### config.mk
export PLATFORM = sky130hd
export DESIGN_NAME = mips_lsu
export DESIGN_NICKNAME = d
export VERILOG_FILES = /design/src/rtl/mips_lsu_pkg.sv /design/src/rtl/mips_lsu_align.sv /design/src/rtl/mips_lsu.sv
export SDC_FILE = /design/constraint.sdc
export NUM_CORES = 1
export LEC_CHECK = 0
export CORE_MARGIN = 2
export CORE_UTILIZATION = 45
export DETAILED_ROUTE_END_ITERATION = 10
export DONT_BUFFER_PORTS = 1
export GPL_ROUTABILITY_DRIVEN = 0
export GPL_TIMING_DRIVEN = 1
export PLACE_DENSITY = 0.65
export SLEW_MARGIN = 20
export SYNTH_ARGS = -nofsm -noshare
export SYNTH_HDL_FRONTEND = slang
export SYNTH_SLANG_ARGS = --single-unit
### constraint.sdc
create_clock -name clk -period 2.6 [get_ports clk]
set_input_delay 0.52 -clock clk [delete_from_list [all_inputs] [get_ports clk]]
set_output_delay 0.52 -clock clk [all_outputs]
set_load 0.005 [all_outputs]
### src/rtl/mips_lsu_pkg.sv
// Shared types and op-class helpers for the MIPS load/store unit.
package mips_lsu_pkg;

  typedef enum logic [3:0] {
    OP_LB  = 4'd0,
    OP_LBU = 4'd1,
    OP_LH  = 4'd2,
    OP_LHU = 4'd3,
    OP_LW  = 4'd4,
    OP_LWL = 4'd5,
    OP_LWR = 4'd6,
    OP_SB  = 4'd8,
    OP_SH  = 4'd9,
    OP_SW  = 4'd10
  } mem_op_t;

  typedef logic [1:0] lsu_state_t;

  localparam lsu_state_t S_IDLE   = 2'd0;
  localparam lsu_state_t S_ACCESS = 2'd1;
  localparam lsu_state_t S_RESP   = 2'd2;
  localparam lsu_state_t S_ERR    = 2'd3;

  function automatic logic is_load(logic [3:0] op);
    return op inside {OP_LB, OP_LBU, OP_LH, OP_LHU,
                      OP_LW, OP_LWL, OP_LWR};
  endfunction

  function automatic logic is_store(logic [3:0] op);
    return op inside {OP_SB, OP_SH, OP_SW};
  endfunction

  function automatic logic is_half(logic [3:0] op);
    return op inside {OP_LH, OP_LHU, OP_SH};
  endfunction

  function automatic logic is_word(logic [3:0] op);
    return op inside {OP_LW, OP_SW};
  endfunction

  function automatic logic misaligned(logic [3:0] op,
                                      logic [1:0] o);
    return (is_half(op) && o[0]) ||
           (is_word(op) && (o != 2'b00));
  endfunction

endpackage

### src/rtl/mips_lsu_align.sv
// Byte-lane steering for stores and load result formatting,
// including the LWL/LWR merge with the old rt value.
module mips_lsu_align
  import mips_lsu_pkg::*;
(
  input  logic [3:0]  op_i,
  input  logic [1:0]  o_i,
  input  logic [31:0] wdata_i,
  input  logic [31:0] rdata_i,
  input  logic [31:0] rt_old_i,
  output logic [3:0]  be_o,
  output logic [31:0] wd_o,
  output logic [31:0] load_o
);

  logic [4:0]  shr;
  logic [4:0]  shl;
  logic [31:0] rsh;
  logic [7:0]  b;
  logic [15:0] h;

  assign shr = {o_i, 3'b000};
  assign shl = {~o_i, 3'b000};
  assign rsh = rdata_i >> shr;
  assign b   = rsh[7:0];
  assign h   = o_i[1] ? rdata_i[31:16] : rdata_i[15:0];

  always_comb begin
    be_o   = 4'b0000;
    wd_o   = 32'h0;
    load_o = 32'h0;
    case (op_i)
      OP_SB: begin
        be_o = 4'b0001 << o_i;
        wd_o = {4{wdata_i[7:0]}};
      end
      OP_SH: begin
        be_o = 4'b0011 << o_i;
        wd_o = {2{wdata_i[15:0]}};
      end
      OP_SW: begin
        be_o = 4'b1111;
        wd_o = wdata_i;
      end
      OP_LB: begin
        be_o   = 4'b1111;
        load_o = {{24{b[7]}}, b};
      end
      OP_LBU: begin
        be_o   = 4'b1111;
        load_o = {24'h0, b};
      end
      OP_LH: begin
        be_o   = 4'b1111;
        load_o = {{16{h[15]}}, h};
      end
      OP_LHU: begin
        be_o   = 4'b1111;
        load_o = {16'h0, h};
      end
      OP_LW: begin
        be_o   = 4'b1111;
        load_o = rdata_i;
      end
      // Shift amounts never reach 32 here, so no wrap guard needed
      OP_LWL: begin
        be_o   = 4'b1111;
        load_o = (rdata_i << shl) |
                 (rt_old_i & ((32'h1 << shl) - 32'h1));
      end
      OP_LWR: begin
        be_o   = 4'b1111;
        load_o = rsh |
                 (rt_old_i & ~(32'hffff_ffff >> shr));
      end
      default: ;
    endcase
  end

endmodule

### src/rtl/mips_lsu.sv
// Load/store unit: Avalon-MM master FSM with wait timeout,
// alignment trap and registered load result.
module mips_lsu
  import mips_lsu_pkg::*;
#(
  parameter int WAIT_TIMEOUT = 1024
) (
  input  logic        clk,
  input  logic        rst_n,
  input  logic        req_valid,
  input  logic [3:0]  req_op,
  input  logic [31:0] req_addr,
  input  logic [31:0] req_wdata,
  input  logic [31:0] req_rt_old,
  output logic        stall,
  output logic        rsp_valid,
  output logic [31:0] load_result,
  output logic        align_err,
  output logic        bus_err,
  output logic [31:0] avm_address,
  output logic        avm_read,
  output logic        avm_write,
  output logic [31:0] avm_writedata,
  output logic [3:0]  avm_byteenable,
  input  logic        avm_waitrequest,
  input  logic [31:0] avm_readdata
);

  localparam int CW =
    (WAIT_TIMEOUT > 1) ? $clog2(WAIT_TIMEOUT) : 1;
  localparam int TO_LAST_I =
    (WAIT_TIMEOUT > 0) ? WAIT_TIMEOUT - 1 : 0;
  localparam logic [CW-1:0] TO_LAST = TO_LAST_I[CW-1:0];
  localparam bit TO_EN = (WAIT_TIMEOUT > 0);

  lsu_state_t  state_q, state_d;
  logic [CW-1:0] cnt_q, cnt_d;
  logic        berr_q, berr_d;
  logic [3:0]  op_q;
  logic [1:0]  o_q;
  logic [31:0] wdata_q;
  logic [31:0] rt_q;
  logic [31:0] addr_q;
  logic [31:0] ld_q;

  logic [3:0]  be_w;
  logic [31:0] wd_w;
  logic [31:0] ld_w;
  logic        in_acc;
  logic        accept;

  mips_lsu_align u_align (
    .op_i     (op_q),
    .o_i      (o_q),
    .wdata_i  (wdata_q),
    .rdata_i  (avm_readdata),
    .rt_old_i (rt_q),
    .be_o     (be_w),
    .wd_o     (wd_w),
    .load_o   (ld_w)
  );

  assign in_acc = (state_q == S_ACCESS);
  assign accept = (state_q == S_IDLE) && req_valid;

  always_comb begin
    state_d = state_q;
    cnt_d   = cnt_q;
    berr_d  = berr_q;
    stall   = 1'b0;
    unique case (state_q)
      S_IDLE: begin
        stall = req_valid;
        cnt_d = '0;
        if (req_valid) begin
          if (!is_load(req_op) && !is_store(req_op)) begin
            state_d = S_RESP;
          end else if (misaligned(req_op, req_addr[1:0])) begin
            state_d = S_ERR;
            berr_d  = 1'b0;
          end else begin
            state_d = S_ACCESS;
          end
        end
      end
      S_ACCESS: begin
        stall = 1'b1;
        if (!avm_waitrequest) begin
          state_d = S_RESP;
        end else if (TO_EN && cnt_q == TO_LAST) begin
          state_d = S_ERR;
          berr_d  = 1'b1;
        end else begin
          cnt_d = cnt_q + CW'(1);
        end
      end
      default: state_d = S_IDLE;
    endcase
  end

  always_ff @(posedge clk or negedge rst_n) begin
    if (!rst_n) begin
      state_q <= S_IDLE;
      cnt_q   <= '0;
      berr_q  <= 1'b0;
    end else begin
      state_q <= state_d;
      cnt_q   <= cnt_d;
      berr_q  <= berr_d;
    end
  end

  always_ff @(posedge clk or negedge rst_n) begin
    if (!rst_n) begin
      op_q    <= 4'h0;
      o_q     <= 2'b00;
      wdata_q <= 32'h0;
      rt_q    <= 32'h0;
      addr_q  <= 32'h0;
      ld_q    <= 32'h0;
    end else begin
      if (accept) begin
        op_q    <= req_op;
        o_q     <= req_addr[1:0];
        wdata_q <= req_wdata;
        rt_q    <= req_rt_old;
        addr_q  <= {req_addr[31:2], 2'b00};
      end
      if (in_acc && !avm_waitrequest) begin
        ld_q <= ld_w;
      end
    end
  end

  assign rsp_valid      = (state_q == S_RESP);
  assign align_err      = (state_q == S_ERR) && !berr_q;
  assign bus_err        = (state_q == S_ERR) && berr_q;
  assign load_result    = ld_q;
  assign avm_address    = addr_q;
  assign avm_read       = in_acc && is_load(op_q);
  assign avm_write      = in_acc && is_store(op_q);
  assign avm_byteenable = in_acc ? be_w : 4'b0000;
  assign avm_writedata  = in_acc ? wd_w : 32'h0;

endmodule

==> results.txt, run 1 <==
The global-route wire length before repair was 36.1 mm. For the number of nets in the layout, the log shows 890. The tools report the worst setup timing slack at the placement stage as 0.321 ns. The floorplan step defined a die boundary enclosing 19100 um2.

The worst hold margin was -0.216 ns; the area growth from synthesis to layout was 10.5%. For this run, global-route usage on met2 was measured as 41.1%. For the initial antenna violation count, the log shows 2.

The clock tree synthesis step divided the H-tree into 4 levels. Classification of the worst setup path: reg2out. In this run the power density over the cells is 1190 nW/um2.

In this run the vertical extent of the chip is 138 um. The number of flip-flops and latches in the synthesized netlist is 145, and the die boundary width is 138 um. In this run the remaining antenna-violating nets after routing total 0. Measured against its own limit, the worst slew margin works out to 23.5%. The post-synthesis cell count is 761, and the number of sinks on the clock net is 145. After global routing the overflow that remains totals 0.

Between clock sinks in the finished design, the worst skew comes to 0.0111 ns. The cell sitting at the root of the clock tree is a sky130_fd_sc_hd__clkbuf_16. The instance area after placement came out at 8360 um2. In this run the mean area of a mapped cell was 10.7 um2. The most common cell in the synthesized netlist is sky130_fd_sc_hd__dfrtp_1.

The synthesized netlist occupies a cell area of 8110 um2. Setup total negative slack on the finished layout was measured at 0 ns. Slack of the worst reg-to-reg path: 0.27 ns. In the final layout, the share of cells above drive strength 1 is 27.3%.

The top cell type by total area after synthesis is sky130_fd_sc_hd__dfrtp_1. The detailed router finished its first iteration with 477 violations. Across the VDD grid, the largest voltage drop is 691 uV.

For the maximum frequency from static timing analysis, the log shows 405 MHz. In this run the core area contains 49 standard-cell rows. Along the worst path, the maximum fanout reaches 24. After clock tree synthesis, the clock-pin slew on the worst setup and hold paths is 0.06 ns. The tools report the launching element of the worst setup path as op_q[1]$_DFFE_PN0P_. Leaving out filler cells and counting taps, the final layout contains 996.

TritonCTS built the clock tree. The leakage power was 3.73 nW. Counting the fill cells in the layout gives 1568. The setup slack after layout was 0.133 ns. The type of the tightest min-delay check was in2async. The number of buffers inserted by port buffering works out to 0. Entering global routing, the biggest net connects 146 pins.

Detailed placement finished with a half-perimeter wire length of 17.2 mm. For the number of vias after detailed routing, the log shows 6321. The most common flop cell mapped by yosys is sky130_fd_sc_hd__dfrtp_1. The longest clock path from root to sink contains 2 buffers. Global routing consumed, on the met3 layer, 10.8% of the routing resources. In this run, synthesis inferred 0 flip-flops with an integrated enable.

During I/O placement, the number of pins put on the boundary was 242. STA classifies the critical path startpoint as a flip-flop. The flow ran to the end, but the final reports show violations. The mean number of vias per cell came out at 6.35. The share of the Yosys chip area taken by registers is 44.7%. For the final hold violation count, the log shows 145. Measured in cells, the most critical reg-to-reg path has a length of 5. The global routing's busiest layer is met2.

For the number of distinct library cells after synthesis, the log shows 58. For the final setup violation count, the log shows 0. The worst reg2reg path endpoint is load_result[21]$_DFFE_PN0P_. The routed length per placed instance was 23.6 um; the final critical-path required period was 2.47 ns. Measured on the finished design, the core utilization comes to 50.3%.

At the pin with the least slew margin, the transition time is 1.14 ns. Yosys attributes the largest share of cell area to sky130_fd_sc_hd__dfrtp_1 (45%), sky130_fd_sc_hd__mux2_2 (17%), sky130_fd_sc_hd__mux2i_1 (6.0%). Across the run, the number of max-cap violations was 0. Setup repair after global routing left no endpoint under its margin. For this run, global-route usage on met1 was measured as 26.2%.

After floorplanning, the core was sized to cover 17800 um2. At the later pin of the worst-skew pair, clock insertion delay measures 0.44 ns. For this run, asynchronously set or reset flops after synthesis account for 100%. The worst register-to-register path begins at o_q[0]$_DFFE_PN0P_. The commonest cells after synthesis are sky130_fd_sc_hd__dfrtp_1 (145), sky130_fd_sc_hd__mux2_2 (121), sky130_fd_sc_hd__nand2_1 (75). Number of global-route vias before repair: 6445.

The first detailed-routing pass ran for 6 iterations. For the worst setup path, the data arrival time is 1.95 ns. The final number of max-transition violations was 0; the area share of the largest cell type after synthesis was 44.7%. The final reports fail on hold timing. The sum of routed wire length over all layers is 23.5 mm. STA classifies the critical path endpoint as an output pin. The final period utilization was 94.9%.

In the global route stage, overall resource usage came out at 24.2%. The number of placed instances, taps included, is 961. At the worst endpoint, the required time is 2.08 ns. For the number of clock buffers inserted by TritonCTS, the log shows 17.

After routing the design area is 8970 um2. The detailed-route DRC error count is 0, and the effective utilization at floorplan is 45.5%. Yosys printed 0 warnings.
## cell usage in the layout, fill, tap and decap left out, types with 6 or more instances in the layout
master	n
sky130_fd_sc_hd__nand2b_1	7
sky130_fd_sc_hd__a221oi_1	9
sky130_fd_sc_hd__mux2i_1	49
sky130_fd_sc_hd__mux4_2	11
sky130_fd_sc_hd__dfrtp_1	141
sky130_fd_sc_hd__a22oi_1	23
sky130_fd_sc_hd__nor3_1	7
sky130_fd_sc_hd__nor2_1	46
sky130_fd_sc_hd__nand2_1	75
sky130_fd_sc_hd__mux2_2	121
sky130_fd_sc_hd__a21oi_1	52
sky130_fd_sc_hd__o21ai_0	46
sky130_fd_sc_hd__a221o_1	12
sky130_fd_sc_hd__or3_1	12
sky130_fd_sc_hd__o221ai_1	7
sky130_fd_sc_hd__and2_1	9
sky130_fd_sc_hd__clkbuf_16	17
sky130_fd_sc_hd__buf_4	27
sky130_fd_sc_hd__nand3_1	6
sky130_fd_sc_hd__inv_1	8
## routing by layer
layer	vias up	share of wire, %	routed length, um
met4	0	3.6	841
li1	2775	-	-
met1	3143	36	8400
met3	58	11	2600
met5	-	0	0
met2	345	50	11700
## registers in the layout (all words and copies together) (netlist names)
register and count:
load_result 32, rt_q 32, cnt_q 10, o_q 2
avm_address 30, wdata_q 32, berr_q 1, state_q 2
op_q 4
## worst max-delay path: stages, from the launching register on
cell and delay [ns]:
sky130_fd_sc_hd__dfrtp_1 0.63, sky130_fd_sc_hd__nor2b_2 0.25, sky130_fd_sc_hd__buf_4 0.29, sky130_fd_sc_hd__nand2_1 0.09, sky130_fd_sc_hd__a21oi_1 0.25
## report_power, final
part / internal (mW) / switching [mW]
clock network: 1.29 / 1.13
registers: 3.18 / 0.920
logic: 2.10 / 2.07
total: 6.58 / 4.12
## kinds of logic after synthesis
kind of cell	after synthesis	synth area share [%]
muxes	181	25.9
AOI/OAI and AO/OA	171	13.7
xor gates and xnor gates	3	0.324
buffers and inverters	66	3.70
DFF	145	44.7
other	1	0.0462
and+or+nand+nor	192	11.3
adders and majority gates	2	0.308
## final cells by class
type	count	area (um2)	area share (%)
Inverter	9	33.8	0.377
Timing Repair Buffer	28	223	2.48
Clock inverter	14	156	1.74
Antenna cell	2	5.00	0.0558
Clock buffer	18	429	4.79
Multi-Input combinational cell	551	4200	46.8
Sequential cell	145	3630	40.5
Tap cell	229	287	3.20
## how the worst max path moves through the flow
stage,cells past startpoint,slack [ns],end
final,4,0.13,avm_writedata[25]
after global routing,4,0.01,avm_writedata[9]
after CTS,5,0.07,avm_writedata[3]
after detailed placement,5,0.32,load_result[22]$_DFFE_PN0P_
after global placement,8,0.41,load_result[25]$_DFFE_PN0P_
after floorplan,12,0.01,load_result[25]$_DFFE_PN0P_
## per-stage QoR
| stage | hold slack (ns) | total power, mW |
|---|---|---|
| after floorplan | 0.224 | 7.14 |
| after global placement | 0.231 | 8.09 |
| after detailed placement | 0.232 | 8.27 |
| after CTS | -0.233 | 10.7 |
| after global routing | -0.241 | 11.3 |
| final | -0.216 | 10.7 |
## repair_timing
action,4_1_cts,5_1_grt
endpoints found under the hold margin,145,145
gates resized for setup,2,2
setup endpoints to repair,14,16
buffers inserted,0,1
No activity file was read; power rests on OpenSTA's default activity.
==> run 2: changes to the inputs <==
--- a/config.mk
+++ b/config.mk
@@ -17,2 +17,3 @@
 export SYNTH_HDL_FRONTEND = slang
+export SYNTH_HIERARCHICAL = 1
 export SYNTH_SLANG_ARGS = --single-unit
--- a/constraint.sdc
+++ b/constraint.sdc
@@ -3,2 +3,2 @@
 set_output_delay 0.52 -clock clk [all_outputs]
-set_load 0.005 [all_outputs]
+set_load 0.01 [all_outputs]
==> run 2 against run 1 <==
The flow still finishes with violations (hold timing). Utilization increased by 0.92 points. Die area increased by 3.3%. Clock skew about the same. Combinational power increased by 2%. Sequential share of layout area decreased by 1.4 points. Count of clock-buffer cells in the layout unchanged. Non-clock buffer count decreased by 3. Via count increased by 8.0%. Maximum frequency decreased by 3.1%. Routed wire length increased by 2.5%. Critical path type unchanged. Largest power group is now sequential cells. Highest routed layer unchanged.
==> results.txt, run 2 <==
The instance area after placement came out at 8620 um2 (+3.1%). The final critical-path required period was 2.55 ns (+0.0784 ns); the internal power component was 6.88 mW (+4.6%). The initial antenna violation count is 0 (-2). The accumulated negative setup slack was 0 ns (unchanged); the clock-pin slew on the worst setup and hold paths was 0.07 ns (about the same). The number of buffers on the longest clock path is 2 (unchanged). sky130_fd_sc_hd__nand2_1 is the most common cell in the netlist. The run gives 43.3% (-1.5 points) as the post-synthesis sequential area ratio. Post-layout instance area: 9290 um2 (+3.6%).

The cell area power density is 1230 nW/um2 (+2.9%). The run gives 0 (unchanged) as the final setup violation count. The most frequent standard cell in the layout excluding fill and tap cells was sky130_fd_sc_hd__nand2_1.

The logs give 509 uV (-26%) for the worst vdd rail ir drop and 145 (unchanged) for the number of sinks on the clock net. Transition time at the pin with the least slew margin: 0.766 ns (-0.378 ns). The number of antenna diodes was 0 (-2).

Number of distinct library cells after synthesis: 65 (+12%). The total standard cell area after synthesis was 8390 um2 (+3.4%). By startpoint and endpoint, the worst setup path is classified as reg2out. The largest driver fanout on the critical path came out at 10 (-58%). The worst setup timing slack at the placement stage came out at 0.458 ns (+0.137 ns). The area growth from synthesis to layout came out at 10.7%. The fraction of power spent switching nets is 39.7% (+1.2 points). The post-CTS setup buffer count is 0 (unchanged). Counting instances in the post-synthesis netlist gives the leading cell types as sky130_fd_sc_hd__nand2_1 (365), sky130_fd_sc_hd__dfrtp_1 (145), sky130_fd_sc_hd__and2_1 (46).

The run gives 4 (unchanged) as the CTS H-tree depth. The area of the core region is 18100 um2 (+1.7%). Top cell type by total area after synthesis: sky130_fd_sc_hd__dfrtp_1.

The final number of max-transition violations came out at 0 (unchanged). The sequential fraction of design power is 38.0% (-0.4 points). The largest net degree at the start of global routing was 146 (unchanged); the detailed-route DRC error count was 0 (unchanged). The fraction of layout instances using a drive strength above 1 is 14.0% (-13 points). Clock skew after layout: 0.0109 ns (-0.000208 ns). For the sum of routed wire length over all layers, the log shows 24.1 mm (+2.5%). The number of vias after detailed routing was 6826 (+8.0%); the total grt overflow was 0 (unchanged).

The area share of the largest cell type after synthesis is 43.3% (-1.5 points), and the power consumption is 11.4 mW (+6.6%). Setup repair after global routing left no endpoint under its margin. The number of placement rows came out at 49 (unchanged).

The tools report the part of the total power dissipated in combinational logic as 37.6% (-1.4 points). The final reports fail on hold timing. The vertical die dimension was 141 um (+1.6%); the switching power was 4.53 mW (+9.8%). The number of global-route vias before repair is 6773 (+5.1%), and the count of flip-flops with a built-in enable after synthesis is 0 (unchanged). By area the synthesized netlist is led by sky130_fd_sc_hd__dfrtp_1 (43%), sky130_fd_sc_hd__nand2_1 (16%), sky130_fd_sc_hd__mux2i_1 (5.0%).

The data required time at the worst endpoint was 2.08 ns (about the same); the die boundary width was 141 um (+1.6%). The final hold violation count is 145 (unchanged). The final period utilization is 97.9% (+3.0 points). The tools report the detailed placement HPWL as 16.7 mm (-2.9%).

The mean number of vias per cell is 5.78 (-8.8%), and the worst-skew pair later-pin latency is 0.43 ns (about the same). The tools report the nature of the critical path startpoint as a flip-flop. The number of nets still failing antenna checks after routing is 0 (unchanged), and the effective utilization at floorplan is 46.2% (+0.74 points).

The logs give 24.5% (+1.9 points) for the portion of total power attributed to the clock network and 48.7% (+25 points) for the remaining max-slew budget at the tightest pin. Fraction of registers with async set/reset: 100% (unchanged). The overall global routing resource usage came out at 24.6% (+0.38 points). For the filler cell count, the log shows 1695 (+8.1%).

The detailed-router iteration count before antenna repair was 7 (+1); the leakage power was 4.46 nW (+19%). The run gives 0 (unchanged) as the max-capacitance violation count. The run gives 37.5 mm (+4.0%) as the global-route wire length before repair.

The maximum frequency from static timing analysis came out at 393 MHz (-3.1%). Type of destination of the critical path: an output pin. The tools report the post-synthesis cell count as 960 (+26%).

TritonCTS built the clock tree. The number of clock buffers inserted by TritonCTS came out at 17 (unchanged). The count of yosys warnings during synthesis was 6 (+6).

The number of buffers inserted by port buffering works out to 0 (unchanged). For the I/O pin count, the log shows 242 (unchanged). The master cell of the clock root buffer is sky130_fd_sc_hd__clkbuf_16. Most common flop cell mapped by yosys: sky130_fd_sc_hd__dfrtp_1. The number of nets in the layout is 1075 (+21%). The flow ran to the end, but the final reports show violations.

The tools report the data arrival time of the critical path as 2.03 ns (+0.08 ns). The routed length per placed instance works out to 20.4 um (-13%). The worst hold margin is -0.215 ns (+0.000832 ns).

The run gives 19700 um2 (+3.3%) as the die footprint. For the setup slack after layout, the log shows 0.0545 ns (-0.0784 ns). The number of flip-flops and latches in the synthesized netlist was 145 (unchanged); the number of DRC markers after the initial detailed-route iteration was 477 (unchanged). In the layout the commonest cells are sky130_fd_sc_hd__nand2_1 (364), sky130_fd_sc_hd__dfrtp_1 (142), sky130_fd_sc_hd__and2_1 (45). The post-synthesis area per instance was 8.74 um2 (-18%).

The type of the tightest min-delay check was in2async.
## run 2: changes by cell type after synthesis, sizes merged, moves of 7 or more
| cell | previous run | this run |
|---|---|---|
| a221oi | 9 | 0 |
| mux2 | 121 | 32 |
| or3 | 12 | 2 |
| mux2i | 49 | 42 |
| nand3 | 6 | 21 |
| nor2b | 5 | 13 |
| o21ai | 48 | 27 |
| nand2 | 76 | 366 |
| nor2 | 47 | 35 |
| a222oi | 1 | 8 |
| a211oi | 0 | 7 |
| and2 | 10 | 46 |
| a21oi | 53 | 41 |
| buf | 29 | 42 |
## run 2: power by group through the flow
stage               registers [mW]  logic (mW)  clock network [mW]
floorplan                     3.96        3.51                   0
global placement              4.37        4.17                   0
detailed placement            4.37        4.26                   0
CTS                           4.35        4.28                2.84
global route                  4.48        4.78                2.94
finish                        4.33        4.28                2.79
## run 2: area by class of cell
cell class	count	area, um2	area share [%]
Multi-Input combinational cell	743	4420	47.5
Sequential cell	145	3630	39.1
Clock buffer	18	439	4.73
Tap cell	229	287	3.08
Timing Repair Buffer	25	267	2.87
Clock inverter	14	226	2.44
Inverter	6	22.5	0.242
## run 2: metal layers
layer / global-route usage, % / vias up / wire length, um
li1: - / 3210 / -
met1: 28.7 / 3294 / 9350
met2: 41.0 / 279 / 11600
met3: 9.13 / 43 / 2360
met4: 10.1 / 0 / 764
met5: 0 / - / 0
## run 2: timing repair
| item | in CTS | in global routing |
|---|---|---|
| pin swaps | 0 | 0 |
| setup endpoints to repair | 1 | 7 |
| resized for setup | 1 | 2 |
| hold endpoints to repair | 145 | 145 |
## run 2: cell families after synthesis
family	share of synthesized area [%]
other	0.0447
DFF	43.3
buffers and inverters	4.58
muxes	13.6
AOI/OAI and AO/OA	11.1
and+or+nand+nor	27.3
adders and majority gates	0.149
## run 2: stage by stage
stage                     instances  utilization (%)
after global placement         1148             47.5
final                          1180             51.2
after global routing           1180             51.2
after floorplan                 961                -
after detailed placement       1148             47.5
after CTS                      1180             51.2
## run 2: path summary, 6_finish.rpt
path | from | depth (start not counted) | end | slack (ns)
min | rst_n | 0 | avm_address[28]$_DFFE_PN0P_ | -0.22
min reg2reg | wdata_q[18]$_DFFE_PN0P_ | 2 | wdata_q[18]$_DFFE_PN0P_ | 0.48
min in group clk | req_wdata[21] | 2 | wdata_q[21]$_DFFE_PN0P_ | 0.19
max in group asynchronous | rst_n | 0 | op_q[0]$_DFFE_PN0P_ | 2.57
max reg2reg | o_q[1]$_DFFE_PN0P_ | 5 | load_result[22]$_DFFE_PN0P_ | 0.43
max | state_q[1]$_DFFE_PN0P_ | 4 | avm_write | 0.05
## run 2: critical path, cell delays in order (launching register included)
cell and delay, ns:
sky130_fd_sc_hd__dfrtp_1 0.52, sky130_fd_sc_hd__nand2b_1 0.25, sky130_fd_sc_hd__a2111oi_0 0.50, sky130_fd_sc_hd__buf_4 0.21
sky130_fd_sc_hd__buf_4 0.11
==> run 3: changes to the inputs <==
Settings changed: CAP_MARGIN set to 20, GPL_TIMING_DRIVEN 1 to 0.
==> run 3 against run 2 <==
The run still ends with hold timing left. Via count is 3.2% higher. Utilization is 0.24 points higher. Routed wire length is 5.7% higher. Die area stayed put. Worst hold slack better by 0.0030 ns. Non-clock buffer count is 42 higher. Cell count is 3.6% higher. Sequential power is 1% lower. Largest cell class unchanged. Largest power group is now combinational cells.
==> results.txt, run 3 (same netlist as run 2, synthesis figures left out) <==
The number of nets still failing antenna checks after routing was 0 (unchanged); the fraction of layout instances using a drive strength above 1 was 15.7% (+1.7 points). The largest net degree at the start of global routing was 146 (unchanged). The sum of routed wire length over all layers was 25.5 mm (+5.7%).

Relative to the synthesized area, the layout overhead comes to 11.3%. The run gives 1.98 ns (-0.05 ns) as the data arrival time of the critical path. The number of vias after detailed routing was 7047 (+3.2%); the max-capacitance violation count was 0 (unchanged). The cell area power density was 1220 nW/um2 (-0.60%).

For the worst vdd rail ir drop, the log shows 676 uV (+33%). The leakage power was 4.54 nW (+2.0%); the detailed-router iteration count before antenna repair was 6 (-1). Mean number of vias per cell: 5.77 (-0.31%). The data required time at the worst endpoint was 2.08 ns (about the same); the global-route wire length before repair was 39.3 mm (+4.7%).

The number of DRC markers after the initial detailed-route iteration came out at 523 (+9.6%). The overall global routing resource usage came out at 25.8% (+1.3 points). The logs give 6894 (+1.8%) for the number of global-route vias before repair and 0.43 ns (about the same) for the worst-skew pair later-pin latency. The run gives 31.8% (+3.1 points) as the met1 demand-to-capacity share in global routing. The I/O pin count was 242 (unchanged).

The final reports fail on hold timing. The final period utilization came out at 96.2% (-1.7 points). The final setup violation count was 0 (unchanged); the number of buffers on the longest clock path was 2 (unchanged). The final hold violation count is 145 (unchanged), and the routed length per placed instance is 20.8 um (+2.1%). The worst setup path is launched from a flip-flop. The run gives 47.4% (-1.2 points) as the remaining max-slew budget at the tightest pin. In this run the worst hold path is classified as in2async. The number of sinks on the clock net was 145 (unchanged); the vertical die dimension was 141 um (unchanged). The run gives 400 MHz (+1.7%) as the maximum frequency from static timing analysis.

The tree is rooted in a sky130_fd_sc_hd__clkbuf_16. Final critical-path required period: 2.50 ns (-0.0433 ns). The total grt overflow came out at 0 (unchanged). The initial antenna violation count was 0 (unchanged). The final number of max-transition violations was 0 (unchanged); the transition time at the pin with the least slew margin was 0.786 ns (+0.0200 ns).

The classification of the worst setup path was reg2out. The tools report the global-route met3 utilization as 10.7% (+1.5 points). The detailed placement HPWL is 18.4 mm (+10%), and the clock skew after layout is 0.0112 ns (+0.000311 ns). The library cell used most frequently in the layout, excluding fill and tap cells, is sky130_fd_sc_hd__nand2_1. The clock-pin slew on the worst setup and hold paths was 0.07 ns (about the same). The number of antenna diodes was 0 (unchanged); the accumulated negative setup slack was 0 ns (unchanged). The die footprint came out at 19700 um2 (unchanged).

Worst hold margin: -0.212 ns (+0.00298 ns). The global routing stage identified its most utilized layer as met2. The number of clock buffers inserted by TritonCTS is 17 (unchanged), and the number of buffers inserted by port buffering is 0 (unchanged).

The number of placement rows is 49 (unchanged). TritonCTS built the clock tree. Fraction of met2 tracks used by global routing: 41.5% (+0.52 points). Leaving out fill and tap cells, the most frequent cells in the layout are sky130_fd_sc_hd__nand2_1 (365), sky130_fd_sc_hd__dfrtp_1 (144), sky130_fd_sc_hd__and2_1 (46). The die boundary width works out to 141 um (unchanged). STA classifies the critical path endpoint as an output pin. Setup repair after global routing left no endpoint under its margin.

The number of nets in the layout was 1117 (+3.9%). The tools report the area of the core region as 18100 um2 (unchanged). The CTS H-tree depth was 4 (unchanged); the effective utilization at floorplan was 46.2% (unchanged).

The largest driver fanout on the critical path works out to 10 (unchanged). The flow ran to the end, but the final reports show violations. The run gives 0 (unchanged) as the detailed-route DRC error count.
-- run 3: changes by cell type in the layout (fill, tap and decap cells not counted), sizes merged --
cell	change
clkbuf	+17
clkinvlp	-1
inv	+6
buf	+24
bufinv	-4
-- run 3: what timing repair did --
action | 4_1_cts | 5_1_grt
gates resized for setup | 13 | 18
endpoints found under the hold margin | 145 | 145
endpoints found under the setup margin | 37 | 35
buffers inserted | 0 | 3
-- run 3: final timing paths --
path | end | startpoint | cells past startpoint | slack [ns]
max | avm_writedata[9] | op_q[1]$_DFFE_PN0P_ | 5 | 0.1
min | load_result[2]$_DFFE_PN0P_ | rst_n | 0 | -0.21
max reg2reg | load_result[11]$_DFFE_PN0P_ | o_q[0]$_DFFE_PN0P_ | 6 | 0.29
min reg2reg | wdata_q[23]$_DFFE_PN0P_ | wdata_q[23]$_DFFE_PN0P_ | 2 | 0.48
max in group asynchronous | wdata_q[8]$_DFFE_PN0P_ | rst_n | 0 | 2.61
min in group clk | avm_address[12]$_DFFE_PN0P_ | req_addr[12] | 2 | 0.19
-- run 3: critical path, stage by stage, from the launching register on --
cell and delay (ns):
sky130_fd_sc_hd__dfrtp_2 0.45, sky130_fd_sc_hd__buf_2 0.19, sky130_fd_sc_hd__buf_2 0.22, sky130_fd_sc_hd__or2_2 0.33, sky130_fd_sc_hd__a21oi_1 0.12, sky130_fd_sc_hd__and2_1 0.24
-- run 3: report_power, final --
part	switching, mW	total (mW)	internal (mW)
registers	1.06	4.28	3.22
clock network	1.11	2.48	1.37
logic	2.64	4.63	1.98
-- run 3: per-layer routing --
| metal | share of wire (%) | routed length, um | up-vias |
|---|---|---|---|
| met2 | 47 | 12100 | 335 |
| met4 | 2.8 | 706 | 0 |
| met1 | 39 | 9840 | 3357 |
| li1 | - | - | 3306 |
| met3 | 11 | 2840 | 49 |
| met5 | 0 | 0 | - |
-- run 3: cell type report --
cell class / instances / area [um2]
plain buffers: 64 / 385
flip-flops and latches: 145 / 3630
well taps: 229 / 287
multi-input cells: 743 / 4400
repair buffers: 3 / 22.5
clock inverters: 15 / 165
fillers: 1760 / 8810
inverters: 6 / 22.5
clock buffers: 17 / 425
-- run 3: per-stage QoR --
step	instances	setup slack [ns]	instance area, um2	total power [mW]	utilization, %
final	1222	0.0978	9330	11.4	51.4
after global routing	1222	0.000589	9330	12.2	51.4
after CTS	1220	-0.0118	9290	11.4	51.2
after detailed placement	1190	0.289	8680	8.79	47.8
after global placement	1190	0.160	8680	8.69	47.8
after floorplan	961	0.609	8390	7.48	-
